File: src/rtl/nexys_starship_fault_gen.sv
// rtl/nexys_starship_fault_gen.sv - fault scheduler for the four subsystem repair FSMs
//
// Ports:
//   Clk, Reset_n        : clock, asynchronous active-low reset
//   play_flag           : start of play, sampled only while idle
//   gameover_ctrl       : forces IDLE from any state, masks fault_pulse
//   broken[3:0]         : subsystem broken flags (0 top, 1 bottom, 2 left, 3 right)
//   fault_pulse[3:0]    : one-hot, one-cycle break request
//   fault_hex[3:0]      : repair combo, latched on entry to FIRE and held
//   level[2:0]          : difficulty level, 0..7
//   q_Idle..q_Fire      : one-hot state outputs
//
// Build option: FAULT_GEN_JITTER_EN adds lfsr[11:8] (saturating) to every COUNT load.

module nexys_starship_fault_gen #(
  parameter logic [15:0] BASE_INTERVAL = 16'd50000,
  parameter logic [15:0] MIN_INTERVAL  = 16'd2,
  parameter logic [7:0]  LEVEL_STEP    = 8'd4,
  parameter logic [15:0] LFSR_SEED     = 16'hACE1
) (
  input  logic       Clk,
  input  logic       Reset_n,
  input  logic       play_flag,
  input  logic       gameover_ctrl,
  input  logic [3:0] broken,
  output logic [3:0] fault_pulse,
  output logic [3:0] fault_hex,
  output logic [2:0] level,
  output logic       q_Idle,
  output logic       q_Count,
  output logic       q_Select,
  output logic       q_Fire
);

  typedef enum logic [3:0] {
    S_IDLE   = 4'b0001,
    S_COUNT  = 4'b0010,
    S_SELECT = 4'b0100,
    S_FIRE   = 4'b1000
  } state_t;

  localparam logic [3:0] LAST_NONE = 4'hF;

  state_t      r_state;
  state_t      w_next;
  logic [15:0] r_lfsr;
  logic [15:0] r_cnt;
  logic [3:0]  r_hex;
  logic [1:0]  r_target;
  logic [3:0]  r_last_target;
  logic [2:0]  r_level;
  logic [7:0]  r_fault_count;

  logic        w_lfsr_fb;
  logic [7:0]  w_count_inc;
  logic        w_level_step;
  logic [2:0]  w_level_fire;
  logic [7:0]  w_count_fire;
  logic [15:0] w_interval;
  logic [15:0] w_load;
  logic        w_found;
  logic [1:0]  w_pick;
  logic [1:0]  w_idx;

  function automatic logic [15:0] f_interval(input logic [2:0] lvl);
    logic [15:0] sh;
    sh = BASE_INTERVAL >> lvl;
    return (sh < MIN_INTERVAL) ? MIN_INTERVAL : sh;
  endfunction

  // Right-shifting Fibonacci form of x^16+x^14+x^13+x^11+1.
  assign w_lfsr_fb = r_lfsr[0] ^ r_lfsr[2] ^ r_lfsr[3] ^ r_lfsr[5];

  // Level bookkeeping applied when a FIRE cycle completes.
  assign w_count_inc  = r_fault_count + 8'd1;
  assign w_level_step = (w_count_inc == LEVEL_STEP);
  assign w_count_fire = w_level_step ? 8'd0 : w_count_inc;
  assign w_level_fire = !w_level_step ? r_level :
                        (r_level == 3'd7) ? 3'd7 : r_level + 3'd1;

  // Leaving FIRE reloads with the interval of the level it is about to hold.
  assign w_interval = f_interval((r_state == S_FIRE) ? w_level_fire : r_level);

`ifdef FAULT_GEN_JITTER_EN
  logic [16:0] w_load_sum;
  assign w_load_sum = {1'b0, w_interval} + {13'd0, r_lfsr[11:8]};
  assign w_load     = w_load_sum[16] ? 16'hFFFF : w_load_sum[15:0];
`else
  assign w_load = w_interval;
`endif

  // Rotating scan from lfsr[1:0]; skips broken targets and the last one fired.
  always_comb begin
    w_found = 1'b0;
    w_pick  = 2'd0;
    w_idx   = 2'd0;
    for (int k = 0; k < 4; k++) begin
      w_idx = r_lfsr[1:0] + 2'(k);
      if (!w_found && !broken[w_idx] && ({2'b00, w_idx} != r_last_target)) begin
        w_found = 1'b1;
        w_pick  = w_idx;
      end
    end
  end

  always_comb begin
    w_next = r_state;
    case (r_state)
      S_IDLE:   if (play_flag) w_next = S_COUNT;
      S_COUNT:  if (r_cnt == 16'd1) w_next = S_SELECT;
      S_SELECT: if (w_found) w_next = S_FIRE;
      S_FIRE:   w_next = S_COUNT;
      default:  w_next = S_IDLE;
    endcase
    if (gameover_ctrl) w_next = S_IDLE;
  end

  always_ff @(posedge Clk or negedge Reset_n) begin
    if (!Reset_n) begin
      r_state       <= S_IDLE;
      r_lfsr        <= LFSR_SEED;
      r_cnt         <= 16'd0;
      r_hex         <= 4'd0;
      r_target      <= 2'd0;
      r_last_target <= LAST_NONE;
      r_level       <= 3'd0;
      r_fault_count <= 8'd0;
    end else begin
      r_state <= w_next;
      r_lfsr  <= {w_lfsr_fb, r_lfsr[15:1]};

      if (w_next == S_IDLE) begin
        r_level       <= 3'd0;
        r_fault_count <= 8'd0;
      end else if (r_state == S_FIRE) begin
        r_level       <= w_level_fire;
        r_fault_count <= w_count_fire;
      end

      if (w_next == S_COUNT && r_state != S_COUNT) begin
        r_cnt <= w_load;
      end else if (r_state == S_COUNT) begin
        r_cnt <= r_cnt - 16'd1;
      end

      if (r_state == S_SELECT && w_next == S_FIRE) begin
        r_target <= w_pick;
        r_hex    <= r_lfsr[7:4];
      end

      // A fired target stays excluded until its broken flag is seen high.
      if (r_state == S_FIRE && !gameover_ctrl) begin
        r_last_target <= {2'b00, r_target};
      end else if (r_last_target != LAST_NONE && broken[r_last_target[1:0]]) begin
        r_last_target <= LAST_NONE;
      end
    end
  end

  assign fault_pulse = (r_state == S_FIRE && !gameover_ctrl) ? (4'b0001 << r_target) : 4'b0000;
  assign fault_hex   = r_hex;
  assign level       = r_level;
  assign q_Idle      = r_state[0];
  assign q_Count     = r_state[1];
  assign q_Select    = r_state[2];
  assign q_Fire      = r_state[3];

endmodule

File: config.mk
export PLATFORM = sky130hd
export DESIGN_NAME = nexys_starship_fault_gen
export DESIGN_NICKNAME = d
export VERILOG_FILES = /design/src/rtl/nexys_starship_fault_gen.sv
export SDC_FILE = /design/constraint.sdc
export NUM_CORES = 1
export LEC_CHECK = 0
export ABC_AREA = 1
export BUFFER_PORTS_ARGS = -buffer_cell sky130_fd_sc_hd__buf_2
export CORE_ASPECT_RATIO = 1.2
export CORE_MARGIN = 4
export CORE_UTILIZATION = 29
export DETAILED_ROUTE_END_ITERATION = 16
export PLACE_DENSITY = 0.43
export SYNTH_ARGS = -nofsm -noshare
export SYNTH_HDL_FRONTEND = slang
export SYNTH_SLANG_ARGS = --single-unit
File: constraint.sdc
create_clock -name Clk -period 4.1 [get_ports Clk]
set_input_delay 0 -clock Clk [delete_from_list [all_inputs] [get_ports Clk]]
set_output_delay 0 -clock Clk [all_outputs]
set_load 0.005 [all_outputs]
### After elaboration in Yosys (flattened, before gate mapping)

Cells that the tools add are included.

* register bits: 57
* latch bits: 0
* RAM bits: 0
* memory bits (read-only): 0
* input port bits: 8
* output and inout bits: 15
* word-level logic and storage cells: 99
* memories kept: 0

* add/sub/neg operators: 6
* $mul: 0
* div/mod/pow operators: 0
* magnitude comparators: 6
* equality and inequality tests: 16
* shift-type cells: 2
* multiplexer cells: 36
* bitwise operators: 3
* reductions and logical operators: 22

Operators by type and width (number)
* $mux 16: 3
* $mux 4: 7
* $mux 8: 3
* $eq 16x1->1 const B: 1
* $lt 16x2->1 const B: 1
* $ne 2x4->1: 4
* $pmux 4 s4: 1
* $shr 16x3->16 const A: 1
* $sub 16x1->16 const B: 1
* $lt 2x3->1 const B: 5
* $mux 3: 4
* $logic_and 1x1->1: 11
* $bmux 1 s2: 5
* $mux 1: 9
* $add 8x1->8 const B: 1
* $eq 4x1->1 const B: 2
* $eq 4x2->1 const B: 2
* $eq 4x4->1 const B: 2
* $eq 8x3->1 const B: 1
* $logic_not 1->1: 8
* $mux 2: 4
* $reduce_bool 2->1: 3
* $add 2x2->2 const B: 2
* $eq 4x3->1 const B: 1
* 7 further kinds: 9

### Longest topological paths before layout

* word-level depth: 23
* depth in mapped cells: 24
* gate-level depth less buffers: 23

### Worst setup path after synthesis

No wires, ideal clock.

* kind: reg-to-reg
* start point: reg r_fault_count[0]
* end point: reg r_cnt[1]
* library setup time: 0.117 ns
* data arrival time: 2.826 ns
* data required time: 3.983 ns
* slack: 1.157 ns
* stages on the path, launching flop included: 22
* buffers on the path: 1
* period minus slack after synthesis: 2.943 ns
* cells stage by stage: dfrtp_1 -> ha_1 -> nand2_1 -> nor2_2 -> nor2_1 -> nor2_1 -> nand4_2 -> inv_1 -> o21ai_0 -> inv_1 -> ha_1 -> inv_1 -> nand3_1 -> nand2_2 -> nand2_1 -> nor2_1 -> nand2_1 -> nand2_2 -> buf_6 -> nand3_1 -> nand2_1 -> nand2_1

* cells in the longest elaborated chain, start to end: 8

RTL lines
* from (decl): line 52 `logic [7:0] r_fault_count;`
* from (signal assigned): line 137 `r_fault_count <= w_count_fire;`
* $add 8x1->8 *: line 75 `assign w_count_inc = r_fault_count + 8'd1;`
* $eq 8x3->1 *: line 76 `assign w_level_step = (w_count_inc == LEVEL_STEP);`
* $mux 3 *: line 78 `assign w_level_fire = !w_level_step ? r_level :`
* $mux 3 *
* $shr 16x3->16 *: line 67 `sh = BASE_INTERVAL >> lvl;`
* $lt 16x2->1: line 68 `return (sh < MIN_INTERVAL) ? MIN_INTERVAL : sh;`
* $mux 16 *: line 68
* $mux 16 *: line 140 `if (w_next == S_COUNT && r_state != S_COUNT) begin`
* to (signal assigned): line 141 `r_cnt <= w_load;`
* to (signal assigned): line 143 `r_cnt <= r_cnt - 16'd1;`
* to (decl): line 47 `logic [15:0] r_cnt;`

Mark *: on every way between the ends. The rest lies on a longest branch, timed or not.
A chain may end at the register's enable or synchronous reset.

### Final worst setup path

* start point: reg r_fault_count[1]
* end point: reg r_cnt[1]

Same word-level chain as after synthesis.

==> results.toml <==
[run_status]
status = "complete, no violations"

[worst_setup_path]
start_kind = "register"
critical_path_class = "reg2reg"
worst_ep_required_time_ns = 4.29
reg2regPathDepth = 19
arrival_ns = 3.63
path_max_fanout = 11
cp-end-kind = "register"

[logic_synthesis]
yosys_warnings = 0
ys_ff_latch = 56
synthCells = 448
syn-num-nets = 469
ys_types = 42
synth_edf_count = 0
synthFlopType = "dfrtp_1"
ys_seq_area_share_pct = 40.7
synthArstFlopShare_pct = 100
synth.avg_cell_area_um2 = 7.77
synth.cell_area_mm2 = 0.00348

[clock_tree]
cts.sinks = 56
cts_root_buffer = "clkbuf_16"
cts_buffer_depth = 2
clk_pin_slew_ns = 0.08
post-cts-setup-buffers = 0
clkLatencyLatePin_ns = 0.30
cts_tree = "done"
numCtsBuffers = 5
h-tree-depth = 2

[grt]
grt-ovfl-total = 0
grt_max_degree = 57
track_usage_pct = 12.5
grt_pass1_wl_um = 13800
grt_pass1_vias = 2841
grt_antenna_before_repair = 0

[detailed_routing]
routed_wl_um = 8160
via_per_inst = 4.64
drt_iter0_markers = 221
drc = 0
drtPass1Iterations = 4
ant_nets = 0
wl_per_cell_um = 12.9
route.vias.total = 2939

[timing]
hold_viol = 0
fin_crit_sh_pct = 83.9
timing.final.crit_period_ns = 3.44
maxSlewViolCount = 0
fin_setup_tns_ns = 0
fmax_mhz = 291
worst-slew-pin-transition_ns = 0.805
setup_viol = 0
grt_setup_unrepaired = "no"
relSlewSlack_pct = 45.8
clock_skew_ns = 0.00714

[floorplan]
die_w_um = 108
core-area_mm2 = 0.0117
row_count = 43
start_util_pct = 29.8
io_pins = 23
die_area_mm2 = 0.0138
die_h_um = 128

[layout]
drive_gt1_share_pct = 19.3
fin_nets = 497
fillers = 1250
area_growth_pct = 13.4
regArea_mm2 = 0.00142
multi_input_comb_area_mm2 = 0.00176
antenna_cells = 0
final_cell_mix = "nand2_1 (88), inv_1 (67), nor2_1 (57)"
layout_commonest_cell = "nand2_1"

[power]
p_per_area_mw_per_mm2 = 343
peakVddDrop_v = 0.000174
leakage_nw = 1.90
p_total_mw = 1.35

[placed_design]
gp_congestion = 0.847
port_buffers = 22
dp_hpwl_um = 6140

[job]
max-cap-violations = 0

[hold_path]
hold_path.class = "in2reg"
holdPathStages = 4
[layer usage]
metal | GRT usage (%) | vias up | routed length [um]
li1 | - | 1499 | -
met1 | 15.9 | 1381 | 3710
met2 | 21.5 | 50 | 4060
met3 | 1.96 | 9 | 244
met4 | 4.23 | 0 | 146
met5 | 0 | - | 0
[state kept, by name, indices dropped and copies added (netlist names)]
signal,flops
r_cnt,16
r_lfsr,16
r_target,2
r_state,4
fault_hex,4
r_fault_count,8
r_last_target,3
level,3
[synth_stat cells, types with 2 or more instances]
cell,instances,area (um^2)
nand2_1,88,330
inv_1,67,251
nor2_1,57,214
dfrtp_1,44,1100
o21ai_0,35,175
nand3_1,21,105
a21oi_1,16,80.1
ha_1,13,163
dfstp_2,12,315
nand3_2,10,100
a21oi_2,9,78.8
nand2_2,9,56.3
nor3_1,8,40.0
xor2_1,7,61.3
nor2_2,6,37.5
nand4_1,5,31.3
clkbuf_1,4,15.0
xnor2_1,4,35.0
inv_2,3,11.3
o31ai_1,3,22.5
buf_4,2,15.0
nand4_2,2,25.0
nor3_4,2,32.5
o21ai_1,2,10.0
o22ai_1,2,12.5
[through the flow]
step           hold slack [ns]  setup slack (ns)  utilization, %  instances  cell area [um^2]
5_1_grt                  0.149             0.212            33.8        634              3950
3_5_place_dp             0.197             0.617            32.3        624              3770
3_3_place_gp             0.195             0.757            32.3        624              3770
6_report                 0.114             0.662            33.8        634              3950
2_1_floorplan           -0.296              1.16               -        448              3480
4_1_cts                  0.106             0.600            33.8        634              3950
[timing repair]
action	CTS	global route
hold buffers	2	0
gates resized for setup	0	0
endpoints found under the hold margin	45	0
[area by class of cell]
cell class / count / share of cell area, %
clock buffer: 5 / 3.17
clock inverter: 3 / 0.697
inverter: 70 / 6.66
multi-input combinational: 315 / 44.6
sequential: 56 / 35.9
tap: 157 / 4.98
timing repair buffer: 28 / 4.06
[power breakdown]
| part | total [mW] | internal (mW) | switching (mW) |
|---|---|---|---|
| registers | 0.664 | 0.609 | 0.0546 |
| logic | 0.244 | 0.0915 | 0.153 |
| clock network | 0.446 | 0.232 | 0.213 |
[kinds of logic (layout without fill, tap and decap cells)]
| logic type | count (synthesis) | after routing | share of synthesized area, % |
|---|---|---|---|
| simple gates | 211 | 211 | 28.8 |
| compound gates | 80 | 80 | 14.3 |
| flops | 56 | 56 | 40.7 |
| fa+ha+maj | 13 | 13 | 4.67 |
| buf+inv | 77 | 106 | 8.74 |
| xor+xnor | 11 | 11 | 2.77 |
[final timing paths]
check	start	endpoint	slack, ns
setup / recovery	r_fault_count[1]	r_cnt[1]	0.66
hold / removal	play_flag	r_state[1]	0.11
setup reg to reg	r_fault_count[1]	r_cnt[1]	0.66
hold reg to reg	r_lfsr[9]	r_lfsr[8]	0.35
max in group asynchronous	Reset_n	r_cnt[8]	3.25
min in group asynchronous	Reset_n	fault_hex[2]	0.37
[worst max-delay path, stage by stage (launching register included)]
cell and delay, ns:
dfrtp_1 0.41, ha_1 0.20, nand2_1 0.10, nor3_1 0.18
nor2_1 0.08, nand4_2 0.11, inv_1 0.07, o21ai_0 0.64
inv_1 0.25, ha_1 0.27, inv_1 0.08, nand3_1 0.11
nand2_2 0.09, nand2_1 0.07, nor2_1 0.10, nand2_1 0.07
nand2_2 0.25, nand3_1 0.12, nand2_1 0.08, nand2_1 0.04
No activity file was read; power rests on OpenSTA's default activity.
